--- src/rtl/sbox8_pini1_ctrl_if.sv ---
// sbox8_pini1_ctrl_if: handshake and share buses between the sbox controller, its
// upstream/downstream neighbours and the external 4-cycle masked sbox.
interface sbox8_pini1_ctrl_if;
    logic       in_valid, in_ready;
    logic [7:0] in_s1, in_s0, rnd;
    logic [7:0] sb_si1, sb_si0, sb_r, sb_bo1, sb_bo0;
    logic       out_valid, out_ready;
    logic [7:0] out_s1, out_s0;
    logic       busy;
    modport master (
        output in_valid, in_s1, in_s0, rnd, sb_bo1, sb_bo0, out_ready,
        input  in_ready, sb_si1, sb_si0, sb_r, out_valid, out_s1, out_s0, busy
    );
    modport slave (
        input  in_valid, in_s1, in_s0, rnd, sb_bo1, sb_bo0, out_ready,
        output in_ready, sb_si1, sb_si0, sb_r, out_valid, out_s1, out_s0, busy
    );
endinterface

--- src/rtl/sbox8_pini1_ctrl.sv ---
// sbox8_pini1_ctrl: holds masked shares stable for a 4-cycle sbox and captures its result.
// Optional SBOX8_CTRL_PRNG_EN replaces the external rnd mask with an internal 16-bit LFSR.
module sbox8_pini1_ctrl (
    input  logic              clk,
    input  logic              rst_n,
    sbox8_pini1_ctrl_if.slave bus
);
    typedef enum logic [1:0] {IDLE, HOLD, OUT} state_t;
    state_t     state_q, state_d;
    logic [1:0] cnt_q, cnt_d;
    logic [7:0] si1_q, si0_q, r_q, os1_q, os0_q;
    logic [7:0] mask;
    logic       accept, capture;

    assign bus.in_ready  = state_q == IDLE || (state_q == OUT && bus.out_ready);
    assign accept        = bus.in_valid && bus.in_ready;
    assign capture       = state_q == HOLD && cnt_q == 2'd3;
    assign bus.out_valid = state_q == OUT;
    assign bus.busy      = state_q == HOLD;
    assign bus.sb_si1    = si1_q;
    assign bus.sb_si0    = si0_q;
    assign bus.sb_r      = r_q;
    assign bus.out_s1    = os1_q;
    assign bus.out_s0    = os0_q;

`ifdef SBOX8_CTRL_PRNG_EN
    logic [15:0] lfsr_q;
    logic        unused_rnd;
    assign unused_rnd = ^bus.rnd;
    // Fibonacci form of x^16+x^14+x^13+x^11+1, shifting toward bit 0
    always_ff @(posedge clk or negedge rst_n)
        if (!rst_n) lfsr_q <= 16'hACE1;
        else if (accept) lfsr_q <= {lfsr_q[0] ^ lfsr_q[2] ^ lfsr_q[3] ^ lfsr_q[5], lfsr_q[15:1]};
    assign mask = lfsr_q[7:0];
`else
    assign mask = bus.rnd;
`endif

    always_comb begin
        state_d = accept ? HOLD : capture ? OUT : (state_q == OUT && bus.out_ready) ? IDLE : state_q;
        cnt_d   = accept ? 2'd0 : state_q == HOLD ? cnt_q + 2'd1 : cnt_q;
    end

    // Shares are only ever moved, never combined, so the unmasked byte never exists here
    always_ff @(posedge clk or negedge rst_n) begin
        if (!rst_n) begin
            state_q <= IDLE;
            cnt_q   <= 2'd0;
            si1_q   <= 8'h00;
            si0_q   <= 8'h00;
            r_q     <= 8'h00;
            os1_q   <= 8'h00;
            os0_q   <= 8'h00;
        end else begin
            state_q <= state_d;
            cnt_q   <= cnt_d;
            if (accept) begin
                si1_q <= bus.in_s1;
                si0_q <= bus.in_s0;
                r_q   <= mask;
            end
            if (capture) begin
                os1_q <= bus.sb_bo1;
                os0_q <= bus.sb_bo0;
            end
        end
    end
endmodule

--- src/flat_wrapper.sv ---
// flat-port wrapper written by rule: the top's interface ports become plain ports
module sbox8_pini1_ctrl_flat 
  (clk, rst_n, bus_in_valid, bus_in_s1, bus_in_s0, bus_rnd, bus_sb_bo1, bus_sb_bo0, bus_out_ready, bus_in_ready, bus_sb_si1, bus_sb_si0, bus_sb_r, bus_out_valid, bus_out_s1, bus_out_s0, bus_busy);
  sbox8_pini1_ctrl_if bus_i ();
  input  logic clk;
  input  logic rst_n;
  input wire logic [$bits(bus_i.in_valid)-1:0] bus_in_valid;
  input wire logic [$bits(bus_i.in_s1)-1:0] bus_in_s1;
  input wire logic [$bits(bus_i.in_s0)-1:0] bus_in_s0;
  input wire logic [$bits(bus_i.rnd)-1:0] bus_rnd;
  input wire logic [$bits(bus_i.sb_bo1)-1:0] bus_sb_bo1;
  input wire logic [$bits(bus_i.sb_bo0)-1:0] bus_sb_bo0;
  input wire logic [$bits(bus_i.out_ready)-1:0] bus_out_ready;
  output wire logic [$bits(bus_i.in_ready)-1:0] bus_in_ready;
  output wire logic [$bits(bus_i.sb_si1)-1:0] bus_sb_si1;
  output wire logic [$bits(bus_i.sb_si0)-1:0] bus_sb_si0;
  output wire logic [$bits(bus_i.sb_r)-1:0] bus_sb_r;
  output wire logic [$bits(bus_i.out_valid)-1:0] bus_out_valid;
  output wire logic [$bits(bus_i.out_s1)-1:0] bus_out_s1;
  output wire logic [$bits(bus_i.out_s0)-1:0] bus_out_s0;
  output wire logic [$bits(bus_i.busy)-1:0] bus_busy;
  assign bus_i.in_valid = bus_in_valid;
  assign bus_i.in_s1 = bus_in_s1;
  assign bus_i.in_s0 = bus_in_s0;
  assign bus_i.rnd = bus_rnd;
  assign bus_i.sb_bo1 = bus_sb_bo1;
  assign bus_i.sb_bo0 = bus_sb_bo0;
  assign bus_i.out_ready = bus_out_ready;
  assign bus_in_ready = bus_i.in_ready;
  assign bus_sb_si1 = bus_i.sb_si1;
  assign bus_sb_si0 = bus_i.sb_si0;
  assign bus_sb_r = bus_i.sb_r;
  assign bus_out_valid = bus_i.out_valid;
  assign bus_out_s1 = bus_i.out_s1;
  assign bus_out_s0 = bus_i.out_s0;
  assign bus_busy = bus_i.busy;
  sbox8_pini1_ctrl u_core (.clk(clk), .rst_n(rst_n), .bus(bus_i));
endmodule
--- config.mk ---
export PLATFORM = sky130hd
export DESIGN_NAME = sbox8_pini1_ctrl_flat
export DESIGN_NICKNAME = d
export VERILOG_FILES = /design/src/rtl/sbox8_pini1_ctrl_if.sv /design/src/rtl/sbox8_pini1_ctrl.sv /design/src/flat_wrapper.sv
export SDC_FILE = /design/constraint.sdc
export NUM_CORES = 1
export LEC_CHECK = 0
export BUFFER_PORTS_ARGS = -buffer_cell sky130_fd_sc_hd__buf_2
export CORE_MARGIN = 5
export CORE_UTILIZATION = 40
export DETAILED_ROUTE_END_ITERATION = 8
export PLACE_DENSITY = 0.81
export SLEW_MARGIN = 40
export SYNTH_ARGS = -nofsm -noshare
export SYNTH_HDL_FRONTEND = slang
export SYNTH_SLANG_ARGS = --single-unit
--- constraint.sdc ---
create_clock -name clk -period 1.42 [get_ports clk]
set_input_delay 0.142 -clock clk [delete_from_list [all_inputs] [get_ports clk]]
set_output_delay 0.142 -clock clk [all_outputs]
set_load 0.005 [all_outputs]
# Word level (Yosys, flattened, before mapping)
# Cells that the tools add are included.
[word_totals]
register_bits = 44
output_inout_bits = 43
[classes]
add_sub_neg = 1
eq_ne = 3
mux = 5
reduce_logical = 7
[ops]
columns = ["cell", "n"]
rows = [
  ["2-bit 2-to-1 mux", 5],
  ["2-bit equality test (second input constant)", 2],
  ["1-bit logical AND", 3],
  ["3-bit nonzero test", 1],
  ["2-bit by 1-bit adder with 2-bit output (second input constant)", 1],
  ["2-bit by 1-bit equality test with 1-bit output (second input constant)", 1],
  ["2-bit zero test", 1],
  ["2-bit nonzero test", 1],
  ["1-bit logical OR", 1],
]

# Depth between registers and ports, before layout
[logic_depth]
word_depth = 5
depth_mapped = 5
depth_no_buf = 3

# Least setup slack after synthesis
# Ideal clock, no wire load.
[synth_timing]
kind = "register to register"
start = "register u_core.state_q[1]"
end = "register u_core.r_q[5], in the netlist u_core.bus.sb_r[5]"
arrival_time_ns = 1.364
slack_ns = -0.068
path_stages_with_launch = 5
period_less_slack_ns = 1.488
path_cell_list = "dfrtp_1 > nor2b_4 > nor3b_4 > buf_6 > mux2_2"
[synth_via]
elab_chain_cells = 4
[synth_rtl]
columns = ["element", "line", "source"]
rows = [
  ["start, declared", "sbox8_pini1_ctrl.sv:9", "state_t state_q, state_d;"],
  ["start signal, assigned", "sbox8_pini1_ctrl.sv:55", "state_q <= state_d;"],
  ["2-bit equality test", "sbox8_pini1_ctrl.sv:15", "assign bus.in_ready = state_q == IDLE || (state_q == OUT && bus.out_ready);"],
  ["1-bit logical AND", "sbox8_pini1_ctrl.sv:15", ""],
  ["1-bit logical OR (*)", "sbox8_pini1_ctrl.sv:15", ""],
  ["1-bit logical AND (*)", "sbox8_pini1_ctrl.sv:16", "assign accept = bus.in_valid && bus.in_ready;"],
  ["end signal, assigned", "sbox8_pini1_ctrl.sv:60", "r_q <= mask;"],
  ["end, declared", "sbox8_pini1_ctrl.sv:11", "logic [7:0] si1_q, si0_q, r_q, os1_q, os0_q;"],
]
# Every way passes the cells marked *; elsewhere a longest branch is shown, timed or not.
# A chain may end at the register's enable or synchronous reset.

# Worst setup path in the final report
[layout_timing]
start = "register u_core.state_q[1]"
end = "register u_core.si0_q[6], in the netlist u_core.bus.sb_si0[6]"
[layout_via]
elab_chain_cells = 4
[layout_rtl]
columns = ["element", "line", "source"]
rows = [
  ["2-bit equality test", "sbox8_pini1_ctrl.sv:15", ""],
  ["1-bit logical AND", "sbox8_pini1_ctrl.sv:15", ""],
  ["1-bit logical OR (*)", "sbox8_pini1_ctrl.sv:15", ""],
  ["1-bit logical AND (*)", "sbox8_pini1_ctrl.sv:16", ""],
  ["end signal, assigned", "sbox8_pini1_ctrl.sv:59", "si0_q <= bus.in_s0;"],
  ["end, declared", "sbox8_pini1_ctrl.sv:11", ""],
]
# Marked as above.

==> metrics.yaml <==
grt_pass1_vias: 1198
netlist-cell-type-count: 17
skew_ns: 0.00455
hp-class: "primary input to flop"
max_freq_ghz: 0.712
synth_top_area_share_pct: 63.4
finalSetupViolCount: 0
worstPathRequired_ns: 1.59
cts.sinks: 44
period_minus_slack_ns: 1.41
antenna_found_initial: 0
drv_slew: 0
dp_slack_ns: 0.0115
synth_most_common_cell: "dfrtp_1"
rr_worst_depth: 4
critPathKind: "flop to flop"
grt_max_degree: 27
ant_nets: 0
clk_pin_slew_ns: 0.08
yosys_warnings: 0
cp-start-kind: "flop"
hp-start: "bus_in_s1[7]"
track_usage_pct: 12.2
synth_edf_count: 0
clockBufferDepth: 2
ff2ff_setup_slack_ns: 0.01
yosys.area.top_type: "dfrtp_1"
cts_root_buf: "clkbuf_8"
gp_congestion: 0.816
p_sw_share_pct: 28.9
crit_arrival_ns: 1.58
async_flop_share_pct: 100
ios: 87
p_int_w: 0.00366
nets: 244
port_buffers: 86
p_comb_share_pct: 39.2
path_max_fanout: 24
via_per_inst: 4.70
synthTopCellsByArea: "dfrtp_1 63%, mux2_2 25%, buf_6 1.9%"
grt_pass1_wl_mm: 5.18
std_cell_rows: 24
power_density_nw_per_um2: 2180
wirelength_mm: 3.49
drive_above_1_share_pct: 70.0
ir_drop_mv: 0.706
syn_to_final_growth_pct: 36.1
cts_tree: "yes"
clockPowerShare_pct: 17.8
seqPwrFrac_pct: 42.9
hold_viol_final: 0
clk_latency_ns: 0.29
die_h_um: 75.9
drv_cap: 0
ys_seq_area_share_pct: 63.4
startpoint: "u_core.state_q[1]"
worst_pin_slew_ns: 0.459
grt_overflow_total: 0
synth_nets: 150
status: "completed"
leakagePower_nw: 1.17
drtPass1Iterations: 2
syn_avg_cell_area_um2: 16.5
drtIter0Drc: 25
wl_per_cell_um: 13.8
relSlewSlack_pct: 69.4
yosys_most_used_dff: "dfrtp_1"
die-width_um: 75.9
period_share_pct: 99.0
cts_inserted_buffers: 5
netlist_top_cells_count: "44 x dfrtp_1, 39 x mux2_2, 3 x buf_6, 3 x nor2_1"
worst_slack_ns: 0.0146
rsz0062_at_grt: "yes"
start_util_pct: 40.4
timing.rr.start: "u_core.state_q[1]"
reg2reg_to: "u_core.bus.sb_si0[6]"
vias: 1185
htreeDepth: 2
p_switching_w: 0.00149
core-area_um2: 4290
syn_inst: 105
ys_ff_latch: 44
endpoint_kind: "flop"
dpl.hpwl_mm: 2.70
dieArea_um2: 5760
synth_area_um2: 1740
postCtsSetupBuffers: 0
drc: 0
diodes: 0
crit_end: "u_core.bus.sb_si0[6]"
final_util_pct: 55.0
==> state kept, by name, indices dropped and copies added (netlist names) <==
| signal | count |
|---|---|
| u_core.bus.sb_si1 | 8 |
| u_core.state_q | 2 |
| u_core.cnt_q | 2 |
| u_core.bus.out_s1 | 8 |
| u_core.bus.out_s0 | 8 |
| u_core.bus.sb_si0 | 8 |
| u_core.bus.sb_r | 8 |
==> cell families (layout without fill, tap and decap cells) <==
logic type | Yosys count | after routing | share of synthesized area [%]
compound gates | 5 | 5 | 1.87
xor+xnor | 1 | 1 | 0.505
fa+ha+maj | 1 | 1 | 0.721
buf+inv | 4 | 99 | 2.38
flops | 44 | 44 | 63.4
mux | 41 | 41 | 26.6
simple gates | 9 | 9 | 4.47
==> worst max-delay path, stage by stage (launching register included) <==
cell	delay [ns]
dfrtp_1	0.40
nor2b_4	0.14
nor3b_4	0.20
buf_12	0.20
mux2_2	0.35
==> power by group through the flow <==
| stage | clock network, W | registers (W) | logic, W |
|---|---|---|---|
| floorplan | 0 | 0.00229 | 0.00110 |
| global placement | 0 | 0.00221 | 0.00200 |
| detailed placement | 0 | 0.00224 | 0.00206 |
| CTS | 0.000951 | 0.00222 | 0.00207 |
| global route | 0.000997 | 0.00230 | 0.00225 |
| finish | 0.000919 | 0.00221 | 0.00202 |
==> final cells by class <==
cell class                 count  area (um^2)
clock buffer                   6         72.6
tap                           52         65.1
multi-input combinational     57          593
clock inverter                 2         35.0
fill                         359         1930
timing repair buffer          91          495
sequential                    44         1100
==> through the flow <==
stage               power (W)  cell area, um^2  setup TNS [ns]  hold slack [ns]  cells
floorplan             0.00339             1740           -1.34           -0.154    105
detailed placement    0.00430             2240               0            0.119    243
global placement      0.00421             2240               0            0.112    243
finish                0.00515             2360               0           0.0662    252
CTS                   0.00524             2360               0           0.0630    252
global route          0.00554             2360          -0.971           0.0639    252
==> per-layer routing <==
layer | wire [um] | share of wire (%) | vias to the layer above | GRT usage (%)
met4 | 50 | 1.4 | 0 | 5.24
met3 | 470 | 13 | 4 | 5.28
met5 | 0 | 0 | - | 0
met2 | 1690 | 48 | 59 | 21.3
li1 | - | - | 557 | -
met1 | 1280 | 37 | 565 | 12.6
==> layout by cell type, fill, tap and decap left out, types with 2 or more instances in the layout <==
cell and instances:
buf_4 2, a22o_1 2, buf_12 2, dfrtp_1 44, mux2_1 2, buf_2 86
a21oi_1 2, mux2_2 39, clkbuf_8 5, nor2_1 3
==> timing repair <==
| item | 4_1_cts | 5_1_grt |
|---|---|---|
| gates resized for setup | 0 | 0 |
| hold endpoints to repair | 18 | 0 |
| hold buffers | 1 | 0 |
| endpoints found under the setup margin | 0 | 24 |
==> worst min path at each step <==
stage / to / slack (ns) / cells past startpoint
floorplan: u_core.bus.out_s0[0] / -0.15 / 0
global placement: u_core.bus.sb_si0[6] / 0.11 / 1
detailed placement: u_core.bus.sb_si0[6] / 0.12 / 1
CTS: u_core.bus.sb_si1[7] / 0.06 / 2
global route: u_core.bus.sb_si1[7] / 0.06 / 2
finish: u_core.bus.sb_si1[7] / 0.07 / 2
(Power assumes the default switching activity.)
